**src/rtl/memory_cycle_pkg.sv**
```systemverilog
// Shared types and constants for the memory stage: FSM states, datapath widths,
// and the word-alignment helper used for the data-memory address.
package memory_cycle_pkg;
  localparam int XLEN      = 32;
  localparam int REGADDR_W = 5;

  typedef enum logic {
    IDLE = 1'b0,
    BUSY = 1'b1
  } state_t;

  function automatic logic [XLEN-1:0] word_align(input logic [XLEN-1:0] addr);
    return {addr[XLEN-1:2], 2'b00};
  endfunction
endpackage

```
**src/rtl/memory_cycle_mem_wb.sv**
```systemverilog
// MEM/WB pipeline register: a full load captures the M-stage fields, while a
// bubble only kills the register write so the W stage sees a no-op.
module mem_wb_reg
  import memory_cycle_pkg::*;
(
  input  logic                 clk,
  input  logic                 rst,
  input  logic                 load,
  input  logic                 bubble,
  input  logic                 rdata_en,
  input  logic                 RegWriteM,
  input  logic                 ResultSrcM,
  input  logic [REGADDR_W-1:0] RD_M,
  input  logic [XLEN-1:0]      ALU_ResultM,
  input  logic [XLEN-1:0]      PCPlus4M,
  input  logic [XLEN-1:0]      mem_rdata,
  output logic                 RegWriteW,
  output logic                 ResultSrcW,
  output logic [REGADDR_W-1:0] RD_W,
  output logic [XLEN-1:0]      ALU_ResultW,
  output logic [XLEN-1:0]      ReadDataW,
  output logic [XLEN-1:0]      PCPlus4W
);

  always_ff @(posedge clk or posedge rst) begin
    if (rst) begin
      RegWriteW   <= 1'b0;
      ResultSrcW  <= 1'b0;
      RD_W        <= '0;
      ALU_ResultW <= '0;
      ReadDataW   <= '0;
      PCPlus4W    <= '0;
    end else if (load) begin
      // x0 is hardwired to zero, so a write to it is dropped here.
      RegWriteW   <= RegWriteM && (RD_M != '0);
      ResultSrcW  <= ResultSrcM;
      RD_W        <= RD_M;
      ALU_ResultW <= ALU_ResultM;
      PCPlus4W    <= PCPlus4M;
      if (rdata_en) ReadDataW <= mem_rdata;
    end else if (bubble) begin
      RegWriteW   <= 1'b0;
    end
  end

endmodule

```
**src/rtl/memory_cycle.sv**
```systemverilog
// Memory stage: issues a held request on the data-memory bus for loads/stores,
// stalls upstream until the ack, and feeds the MEM/WB register.
module memory_cycle
  import memory_cycle_pkg::*;
(
  input  logic                 clk,
  input  logic                 rst,
  input  logic                 RegWriteM,
  input  logic                 MemWriteM,
  input  logic                 ResultSrcM,
  input  logic [REGADDR_W-1:0] RD_M,
  input  logic [XLEN-1:0]      ALU_ResultM,
  input  logic [XLEN-1:0]      WriteDataM,
  input  logic [XLEN-1:0]      PCPlus4M,
  output logic                 mem_req,
  output logic                 mem_we,
  output logic [XLEN-1:0]      mem_addr,
  output logic [XLEN-1:0]      mem_wdata,
  input  logic                 mem_ack,
  input  logic [XLEN-1:0]      mem_rdata,
  output logic                 StallM,
  output logic                 RegWriteW,
  output logic                 ResultSrcW,
  output logic [REGADDR_W-1:0] RD_W,
  output logic [XLEN-1:0]      ALU_ResultW,
  output logic [XLEN-1:0]      ReadDataW,
  output logic [XLEN-1:0]      PCPlus4W,
  output logic [XLEN-1:0]      ResultW
);

  state_t state, next_state;
  logic   access;
  logic   wb_load, wb_bubble, wb_rdata_en;
  logic   start_access, finish_access;

  assign access = MemWriteM | ResultSrcM;

  always_ff @(posedge clk or posedge rst) begin
    if (rst) state <= IDLE;
    else     state <= next_state;
  end

  always_comb begin
    next_state    = state;
    StallM        = 1'b0;
    wb_load       = 1'b0;
    wb_bubble     = 1'b0;
    wb_rdata_en   = 1'b0;
    start_access  = 1'b0;
    finish_access = 1'b0;
    case (state)
      IDLE: begin
        if (access) begin
          StallM       = 1'b1;
          wb_bubble    = 1'b1;
          start_access = 1'b1;
          next_state   = BUSY;
        end else begin
          wb_load      = 1'b1;
        end
      end
      BUSY: begin
        if (mem_ack) begin
          wb_load       = 1'b1;
          // A combined load+store encoding is a store: keep the old read data.
          wb_rdata_en   = ResultSrcM & ~MemWriteM;
          finish_access = 1'b1;
          next_state    = IDLE;
        end else begin
          StallM        = 1'b1;
          wb_bubble     = 1'b1;
        end
      end
      default: next_state = IDLE;
    endcase
  end

  // Bus outputs are registered so they stay frozen for the whole BUSY period.
  always_ff @(posedge clk or posedge rst) begin
    if (rst) begin
      mem_req   <= 1'b0;
      mem_we    <= 1'b0;
      mem_addr  <= '0;
      mem_wdata <= '0;
    end else if (start_access) begin
      mem_req   <= 1'b1;
      mem_we    <= MemWriteM;
      mem_addr  <= word_align(ALU_ResultM);
      mem_wdata <= WriteDataM;
    end else if (finish_access) begin
      mem_req   <= 1'b0;
      mem_we    <= 1'b0;
    end
  end

  mem_wb_reg u_mem_wb (
    .clk         (clk),
    .rst         (rst),
    .load        (wb_load),
    .bubble      (wb_bubble),
    .rdata_en    (wb_rdata_en),
    .RegWriteM   (RegWriteM),
    .ResultSrcM  (ResultSrcM),
    .RD_M        (RD_M),
    .ALU_ResultM (ALU_ResultM),
    .PCPlus4M    (PCPlus4M),
    .mem_rdata   (mem_rdata),
    .RegWriteW   (RegWriteW),
    .ResultSrcW  (ResultSrcW),
    .RD_W        (RD_W),
    .ALU_ResultW (ALU_ResultW),
    .ReadDataW   (ReadDataW),
    .PCPlus4W    (PCPlus4W)
  );

  assign ResultW = ResultSrcW ? ReadDataW : ALU_ResultW;

endmodule
```
**config.mk**
```make
export PLATFORM = sky130hd
export DESIGN_NAME = memory_cycle
export DESIGN_NICKNAME = d
export VERILOG_FILES = /design/src/rtl/memory_cycle_pkg.sv /design/src/rtl/memory_cycle_mem_wb.sv /design/src/rtl/memory_cycle.sv
export SDC_FILE = /design/constraint.sdc
export NUM_CORES = 1
export LEC_CHECK = 0
export BUFFER_PORTS_ARGS = -buffer_cell sky130_fd_sc_hd__buf_2
export CAP_MARGIN = 40
export CORE_AREA = 2 2 131 133
export CTS_BUF_LIST = sky130_fd_sc_hd__clkbuf_8
export CTS_CLUSTER_SIZE = 12
export DETAILED_ROUTE_END_ITERATION = 10
export DIE_AREA = 0 0 133 135
export GPL_ROUTABILITY_DRIVEN = 0
export PLACE_DENSITY = 0.73
export SLEW_MARGIN = 0
export SYNTH_ARGS = -nofsm -noshare
export SYNTH_HDL_FRONTEND = slang
export SYNTH_SLANG_ARGS = --single-unit
```
**constraint.sdc**
```tcl
create_clock -name clk -period 5.6 [get_ports clk]
set_input_delay 0.28 -clock clk [delete_from_list [all_inputs] [get_ports clk]]
set_output_delay 0.28 -clock clk [all_outputs]
set_load 0.02 [all_outputs]
```
# --- After elaboration in Yosys (flattened, before gate mapping) ---
# Cells that the tools add are included.
word_totals:
  reg_bits: 168
  in_bits: 139
  out_inout_bits: 202
  wordCells: 36
op_classes:
  bitwise_logic: 4
  n_mux: 16
  reduce_logical: 5
ops:
  columns: ["operator", "n"]
  rows:
  - ["2-to-1 mux 32 bit", 1]
  - ["2-to-1 mux 1 bit", 13]
  - ["nonzero test 5 bit", 1]
  - ["one-hot mux 1 bit (2 select lines)", 2]
  - ["nonzero test 2 bit", 2]
  - ["NOT 1 bit", 2]
  - ["AND reduction 2 bit", 1]
  - ["bitwise AND 1 bit", 1]
  - ["logical AND 1 bit", 1]
  - ["OR 1 bit", 1]

# --- Longest topological paths before layout ---
# Gate-level depths: netlist of run 1.
depth:
  depth_word: 5
  mapped_depth: 5
  depth_no_buf: 3

# --- By module ---
# From an unflattened synthesis of run 1, not the netlist that was laid out.
unflattened:
  cells_unflattened: 408
  hier_area_um2: 7009.2
modules_own_cells:
  columns: ["module", "cells_per_inst", "seq_area_each_um2", "area_each_um2", "n_inst"]
  rows:
  - ["mem_wb_reg", 223, 2577.5, 3851.2, 1]
  - ["memory_cycle", 185, 1626.6, 3158.0, 1]

# --- Worst setup path before layout of run 1 ---
# OpenSTA, ideal clock, no wires.
synth_path:
  path_kind: "register to output"
  start: "reg u_mem_wb.ResultSrcW"
  end: "out ResultW[0]"
  setup_slack_ns: 3.875
  required_ns: 5.320
  stages_incl_launch_ff: 4
  path_buffers: 2
  arrival_ns: 1.445
  cell_sequence: "dfrtp_1 -> clkbuf_1 -> clkbuf_1 -> mux2_2"
synth_via:
  elab_chain_cells: 1
synth_rtl:
  columns: ["element", "line_no", "source"]
  rows:
  - ["start, declared", "memory_cycle_mem_wb.sv:18", "output logic ResultSrcW,"]
  - ["start signal, assigned", "memory_cycle_mem_wb.sv:36", "ResultSrcW <= ResultSrcM;"]
  - ["2-to-1 mux 32 bit", "memory_cycle.sv:116", "assign ResultW = ResultSrcW ? ReadDataW : ALU_ResultW;"]
  - ["end, declared", "memory_cycle.sv:28", "output logic [XLEN-1:0] ResultW"]
# Every way passes these cells.

# --- Final worst setup path of run 1 ---
layout_path:
  start: "reg u_mem_wb.ResultSrcW"
  end: "out ResultW[23]"
# Same word-level chain as after synthesis.

==> results of run 1 <==
cell families (layout without fill, tap and decap cells):
logic type             after synthesis  after routing
AOI/OAI and AO/OA                    8              8
buffers and inverters               27            382
DFF                                168            168
muxes                              195            195
other                                1              2
and+or+nand+nor                      7              7
cells in the mapped netlist:
| library cell | instances |
|---|---|
| a21oi_1 | 3 |
| buf_12 | 3 |
| buf_2 | 14 |
| buf_4 | 2 |
| buf_6 | 1 |
| clkbuf_1 | 5 |
| conb_1 | 1 |
| dfrtp_1 | 168 |
| inv_1 | 2 |
| mux2_2 | 165 |
| mux2_4 | 30 |
| nand2_1 | 2 |
| nand2_2 | 1 |
| nand3b_1 | 1 |
| nor2_1 | 1 |
| o21ai_0 | 3 |
| o21bai_1 | 1 |
| o31a_2 | 1 |
| or3_1 | 1 |
| or4_1 | 1 |
report_power, final:
part / internal [mW] / total, mW / switching [mW] / leakage [nW]
sequential: 1.47 / 1.64 / 0.166 / 1.97
clock: 0.422 / 0.897 / 0.475 / 0.211
combinational: 0.587 / 1.35 / 0.766 / 2.43
total: 2.48 / 3.89 / 1.41 / 4.62
metal layers:
layer | global-route usage (%) | share of wire [%] | up-vias
li1 | - | - | 2120
met2 | 32.96 | 51 | 230
met3 | 6.757 | 7.7 | 36
met4 | 8.303 | 2.4 | 0
met5 | 0 | 0 | -
met1 | 22.33 | 39 | 2333
how the worst max path moves through the flow:
stage	depth (start not counted)	endpoint	slack (ns)	from
after floorplan	1	mem_addr[10]	0.77	rst
after global placement	4	mem_wdata[3]	3.39	ResultSrcM
after detailed placement	3	ResultW[23]	3.67	u_mem_wb.ResultSrcW
after CTS	3	ResultW[23]	3.16	u_mem_wb.ResultSrcW
after global routing	3	ResultW[23]	3.08	u_mem_wb.ResultSrcW
final	3	ResultW[23]	3.20	u_mem_wb.ResultSrcW
repair_timing:
action / in CTS / in global routing
hold buffers: 1 / 0
setup buffers: 0 / 0
hold endpoints to repair: 16 / 0
flip-flops by register name, summed over array words and instances, names as in the netlist:
register              flops
mem_we                    1
mem_req                   1
u_mem_wb.ALU_ResultW     32
mem_wdata                32
u_mem_wb.RD_W             5
state                     1
u_mem_wb.PCPlus4W        32
u_mem_wb.RegWriteW        1
mem_addr                 30
u_mem_wb.ResultSrcW       1
u_mem_wb.ReadDataW       32
stage by stage:
step                      std cells  hold slack (ns)  worst slack (ns)  util (%)  instance area [sq um]
after floorplan                 407           0.4100            0.7733         -                   6789
after global placement          944           0.2100             3.394     52.63                   8636
after detailed placement        948           0.2131             3.673     53.17                   8723
after CTS                       981          0.01478             3.158     55.75                   9148
after global routing            982         0.005782             3.084     55.92                   9175
final                           982          0.05462             3.197     55.92                   9175
cell type report:
cell class	count	share of cell area (%)
well taps	220	3.000
inverters	2	0.1364
flip-flops and latches	168	45.82
multi-input cells	212	26.40
clock inverters	14	1.814
repair buffers	348	20.13
clock buffers	18	2.700
worst register-to-register path, cell delays in order, from the launching register on:
cell and delay [ns]:
dfrtp_1 0.47, nand2_2 0.13, o31a_4 0.46, buf_12 0.30, mux2_2 0.40
==> results.txt, run 1 <==
outcome: finished, final reports clean
CP arrival: 2.12 ns
multiplexer share of the synthesized area: 34.02%
mean instance size in the synthesized netlist: 16.71 sq um
endpoint of the worst-slack reg-to-reg timing path: u_mem_wb.ALU_ResultW[4]
critical path's largest stage delay: 0.61 ns
core footprint: 0.01641 sq mm
maximum fanout count along the critical path: 27
clock sink count: 168
count of instances resized after the clock tree is built: 0
Final Max Tran Viols: 0
kind of critical path: flop to primary output
share of Yosys cell area claimed by the top area cell type: 61.96%
dominant combinational cell family by area after synthesis: multiplexers
post-synthesis adder-cell area fraction: 0%
Port-buffer cells: 338
overall fraction of global-route tracks in use: 19.38%
top post-synthesis cells by area: dfrtp_1 (62%), mux2_2 (27%), mux2_4 (6.6%), buf_2 (1.0%), buf_12 (0.89%)
shortest period the worst path allows: 2.403 ns
Die Area: 0.01796 sq mm
Congestion Overflow GR: 0
ratio of routed vias to standard cells: 4.805
kind of capture point of the worst setup path: primary output
buffer cell driving the clock tree root: clkbuf_8
count of different cell masters after synthesis: 20
CTS H-tree lvls: 4
synthesis-to-layout area growth: 35.22%
number of iterations in the first detailed-routing pass: 4
largest area contributor in the synthesized netlist: dfrtp_1
final-report hold violation count: 0
number of top-level pins: 341
fraction of layout cells with a size suffix above 1: 75.85%
final HPWL from detailed placement: 12.92 mm
startpoint of the most critical hold path: mem_rdata[24]
path class of the lowest-slack min-delay path: primary input to flop
antenna violations before repair: 0
final WL: 17.25 mm
number of global-route vias before repair: 5309
power density cells: 424.0 mW/mm^2
parity-gate share of the synthesized area counting xor and xnor cells: 0%
unrepaired setup endpoints after global routing: false
leakage dissipation: 4.615 nW
IR drop worst, VDD: 0.2123 mV
antenna violation net count after detailed routing: 0
flops & latches, synth: 168
drt first-iter violations: 137
Setup-failing EPs final: 0
synthesized area: 0.006785 sq mm
commonest non-fill, non-tap cell in the layout: buf_2
number of cells on the worst hold path: 2
area fraction in compound gates after synthesis: 0.7007%
required time worst endpoint: 5.32 ns
clock tree from TritonCTS: built
startpoint type of the worst setup path: flop
Final Skew: 0.009135 ns
FP Rows: 47
Critical Path, Cell by Cell: buf_4, mux2_2, buf_2
maximum number of pins on one net before global-route repair: 74
Routed WL per cell: 17.56 microns
die boundary height: 135 microns
Cells after Synth: 406
FF+latch area: 0.004204 sq mm
sequential share of the synthesized area: 61.96%
post-layout net count: 888
commonest cells after routing, fill and taps aside: buf_2 (338), dfrtp_1 (168), mux2_2 (165), mux2_4 (30), clkbuf_8 (18)
latest clock arrival within the worst-skew pair: 0.44 ns
antenna diode count: 0
Max stage delay cell, worst path: dfrtp_1
highest attainable clock frequency: 416.1 MHz
simple-gate area share of the yosys netlist: 0.5716%
Buf+Inv Stages, Crit Path: 2
number of buffers created by CTS: 17
area occupied by multi-input gates: 0.002422 sq mm
depth of the worst register-to-register path: 4
share of the clock period used by the worst path after layout: 42.92%
number of warnings printed during yosys synthesis: 0
max-cap viol count: 0
die boundary width: 133 microns
setup slack on the worst flop-to-flop path: 3.73 ns
setup TNS: 0 ns
Worst R2R Start: state
Starting Density: 41.36%
clock transition at the register clock pins on the worst setup and hold paths after CTS: 0.10 ns
first-pass GRT wire length: 27.18 mm
detailed-route DRC error count: 0
clock tree buffer depth: 2
final-layout fill cell count: 1346
Pwr Total: 3.890 mW
total via count after detailed routing: 4719
Min-Delay Endpoint: u_mem_wb.ReadDataW[24]
CP top delay family: buffers and inverters
(Power assumes the default switching activity.)
==> inputs of run 2 (changes only) <==
--- a/config.mk
+++ b/config.mk
@@ -7,13 +7,13 @@
 export LEC_CHECK = 0
 export BUFFER_PORTS_ARGS = -buffer_cell sky130_fd_sc_hd__buf_2
 export CAP_MARGIN = 40
-export CORE_AREA = 2 2 131 133
+export CORE_AREA = 2 2 133 135
 export CTS_BUF_LIST = sky130_fd_sc_hd__clkbuf_8
 export CTS_CLUSTER_SIZE = 12
 export DETAILED_ROUTE_END_ITERATION = 10
-export DIE_AREA = 0 0 133 135
+export DIE_AREA = 0 0 135 137
 export GPL_ROUTABILITY_DRIVEN = 0
-export PLACE_DENSITY = 0.73
+export PLACE_DENSITY = 0.74
 export SLEW_MARGIN = 0
 export SYNTH_ARGS = -nofsm -noshare
 export SYNTH_HDL_FRONTEND = slang
==> constraint.sdc (replaced) <==
create_clock -name clk -period 2.2 [get_ports clk]
set_input_delay 0.11 -clock clk [delete_from_list [all_inputs] [get_ports clk]]
set_output_delay 0.11 -clock clk [all_outputs]
set_load 0.02 [all_outputs]
==> results.txt, run 2 (same netlist as run 1, synthesis figures left out) <==
number of global-route vias before repair: 5600 (+5.5%)
number of buffers created by CTS: 17 (unchanged)
clock sink count: 168 (unchanged)
Finished Layout Cells: 1121 (+14%)
clock transition at the register clock pins on the worst setup and hold paths after CTS: 0.09 ns (about the same)
switching power of the nets: 3.518 mW (+150%)
Setup-failing EPs final: 0 (unchanged)
clock tree buffer depth: 2 (unchanged)
Starting Density: 39.78% (-1.6 points)
FP Rows: 48 (+2.1%)
switching share of power: 35.91% (-0.29 points)
antenna diode count: 0 (unchanged)
die boundary height: 137 microns (+1.5%)
Final Max Tran Viols: 0 (unchanged)
part of the total power dissipated in sequential elements: 42.6% (+0.5 points)
part of the power in combinational logic: 37.3% (+2.5 points)
commonest cells after routing, fill and taps aside: buf_2 (338), dfrtp_1 (167), mux2_2 (165), dlygate4sd3_1 (139), mux2_4 (30)
Post-CTS Hold Fix Bufs: 139 (+138)
share of the clock period used by the worst path after layout: 85.76%
outcome: finished, final reports clean
total via count after detailed routing: 5224 (+11%)
leakage dissipation: 5.131 nW (+11%)
highest attainable clock frequency: 530.0 MHz
Worst-Margin Slew: 0.6612 ns
Max stage delay cell, worst path: dfrtp_1
Pwr Total: 9.797 mW (+150%)
final core utilization: 61.28% (+5.4 points)
cell total after placement: 953 (+0.53%)
worst setup margin: 0.3133 ns (-2.883 ns)
clock tree from TritonCTS: built
fraction of layout cells with a size suffix above 1: 64.17% (-12 points)
Buf+Inv Stages, Crit Path: 2 (unchanged)
Port-buffer cells: 338 (unchanged)
critical path's largest stage delay: 0.46 ns (-0.15 ns)
CP arrival: 1.78 ns (-0.34 ns)
maximum number of pins on one net before global-route repair: 96 (+30%)
die boundary width: 135 microns (+1.5%)
commonest non-fill, non-tap cell in the layout: buf_2
maximum fanout count along the critical path: 72 (+170%)
path class of the lowest-slack min-delay path: primary input to async pin
total non-filler cell area in the finished layout: 0.01045 sq mm (+14%)
core footprint: 0.01706 sq mm (+4.0%)
final-report hold violation count: 0 (unchanged)
kind of critical path: flop to primary output
Final Skew: 0.01176 ns (+0.002627 ns)
Critical Path, Cell by Cell: nand2_2, o31a_4, buf_12, buf_2
ratio of routed vias to standard cells: 4.660 (-3.0%)
post-detailed-placement cell area: 0.008722 sq mm (about the same)
required time worst endpoint: 2.09 ns (-3.23 ns)
Routed WL per cell: 17.02 microns (-3.1%)
power density cells: 937.3 mW/mm^2 (+120%)
antenna violations before repair: 0 (unchanged)
drt first-iter violations: 142 (+3.6%)
Congestion Overflow GR: 0 (unchanged)
final WL: 19.08 mm (+11%)
buffer cell driving the clock tree root: clkbuf_8
first-pass GRT wire length: 29.02 mm (+6.8%)
startpoint type of the worst setup path: flop
internal power: 6.279 mW (+150%)
number of top-level pins: 341 (unchanged)
Die Area: 0.01850 sq mm (+3.0%)
tightest slew margin relative to the limit: 55.92%
synthesis-to-layout area growth: 54.05%
IR drop worst, VDD: 0.5072 mV (+140%)
final HPWL from detailed placement: 12.00 mm (-7.1%)
number of buffers added for setup after CTS: 0 (unchanged)
kind of capture point of the worst setup path: primary output
latest clock arrival within the worst-skew pair: 0.44 ns (about the same)
max-cap viol count: 0 (unchanged)
overall fraction of global-route tracks in use: 20.39% (+1.0 points)
shortest period the worst path allows: 1.887 ns
unrepaired setup endpoints after global routing: false
clock network power share: 20.1% (-3.0 points)
CTS H-tree lvls: 4 (unchanged)
detailed-route DRC error count: 0 (unchanged)
post-layout net count: 1025 (+15%)
CP top delay family: buffers and inverters
number of iterations in the first detailed-routing pass: 6 (+2)
count of instances resized after the clock tree is built: 0 (unchanged)
pre-CTS setup slack: 0.3656 ns (-3.308 ns)
antenna violation net count after detailed routing: 0 (unchanged)
[run 2: area by class of cell]
class                   count  area [sq um]
repair buffers            485          3193
inverters                   2         11.26
clock inverters             8         50.05
fillers                  1304          6604
clock buffers              21         289.0
flip-flops and latches    168          4205
well taps                 225         281.5
multi-input cells         212          2422
[run 2: routing by layer]
layer | GRT usage [%] | wire (microns)
met5 | 0 | 0
met4 | 6.424 | 289
met3 | 7.074 | 1473
met2 | 37.28 | 10100
met1 | 22.22 | 7221
[run 2: power by group through the flow]
stage               Clock [mW]  Sequential, mW  Combinational, mW
floorplan                    0            4.99               1.41
global placement             0            4.19               3.41
detailed placement           0            4.21               3.46
CTS                       2.04            4.16               3.66
global route              2.18            4.26               3.87
finish                    1.96            4.17               3.66
[run 2: worst paths after layout]
check                               from                     to  slack, ns  depth (start not counted)
min reg2reg                      mem_req                mem_req       0.49                          2
max in group asynchronous            rst  u_mem_wb.ReadDataW[6]       1.34                          4
min in group clk           WriteDataM[1]           mem_wdata[1]       0.43                          3
max reg2reg                        state  u_mem_wb.ReadDataW[7]       0.33                          4
min                                  rst  u_mem_wb.PCPlus4W[27]       0.36                          4
max                                state                 StallM       0.31                          4
[run 2: worst register-to-register path, delay by kind of cell (launching register included)]
| kind | cells | cell delay (ns) |
|---|---|---|
| flops | 1 | 0.47 |
| simple gates | 2 | 0.53 |
| mux | 1 | 0.42 |
| buf+inv | 1 | 0.33 |
[run 2: stage by stage]
stage | TNS, ns | hold slack [ns]
floorplan | -8.524 | 0.2400
detailed placement | 0 | 0.2858
CTS | 0 | 0.3415
finish | 0 | 0.3622
global route | 0 | 0.3527
global placement | 0 | 0.2800
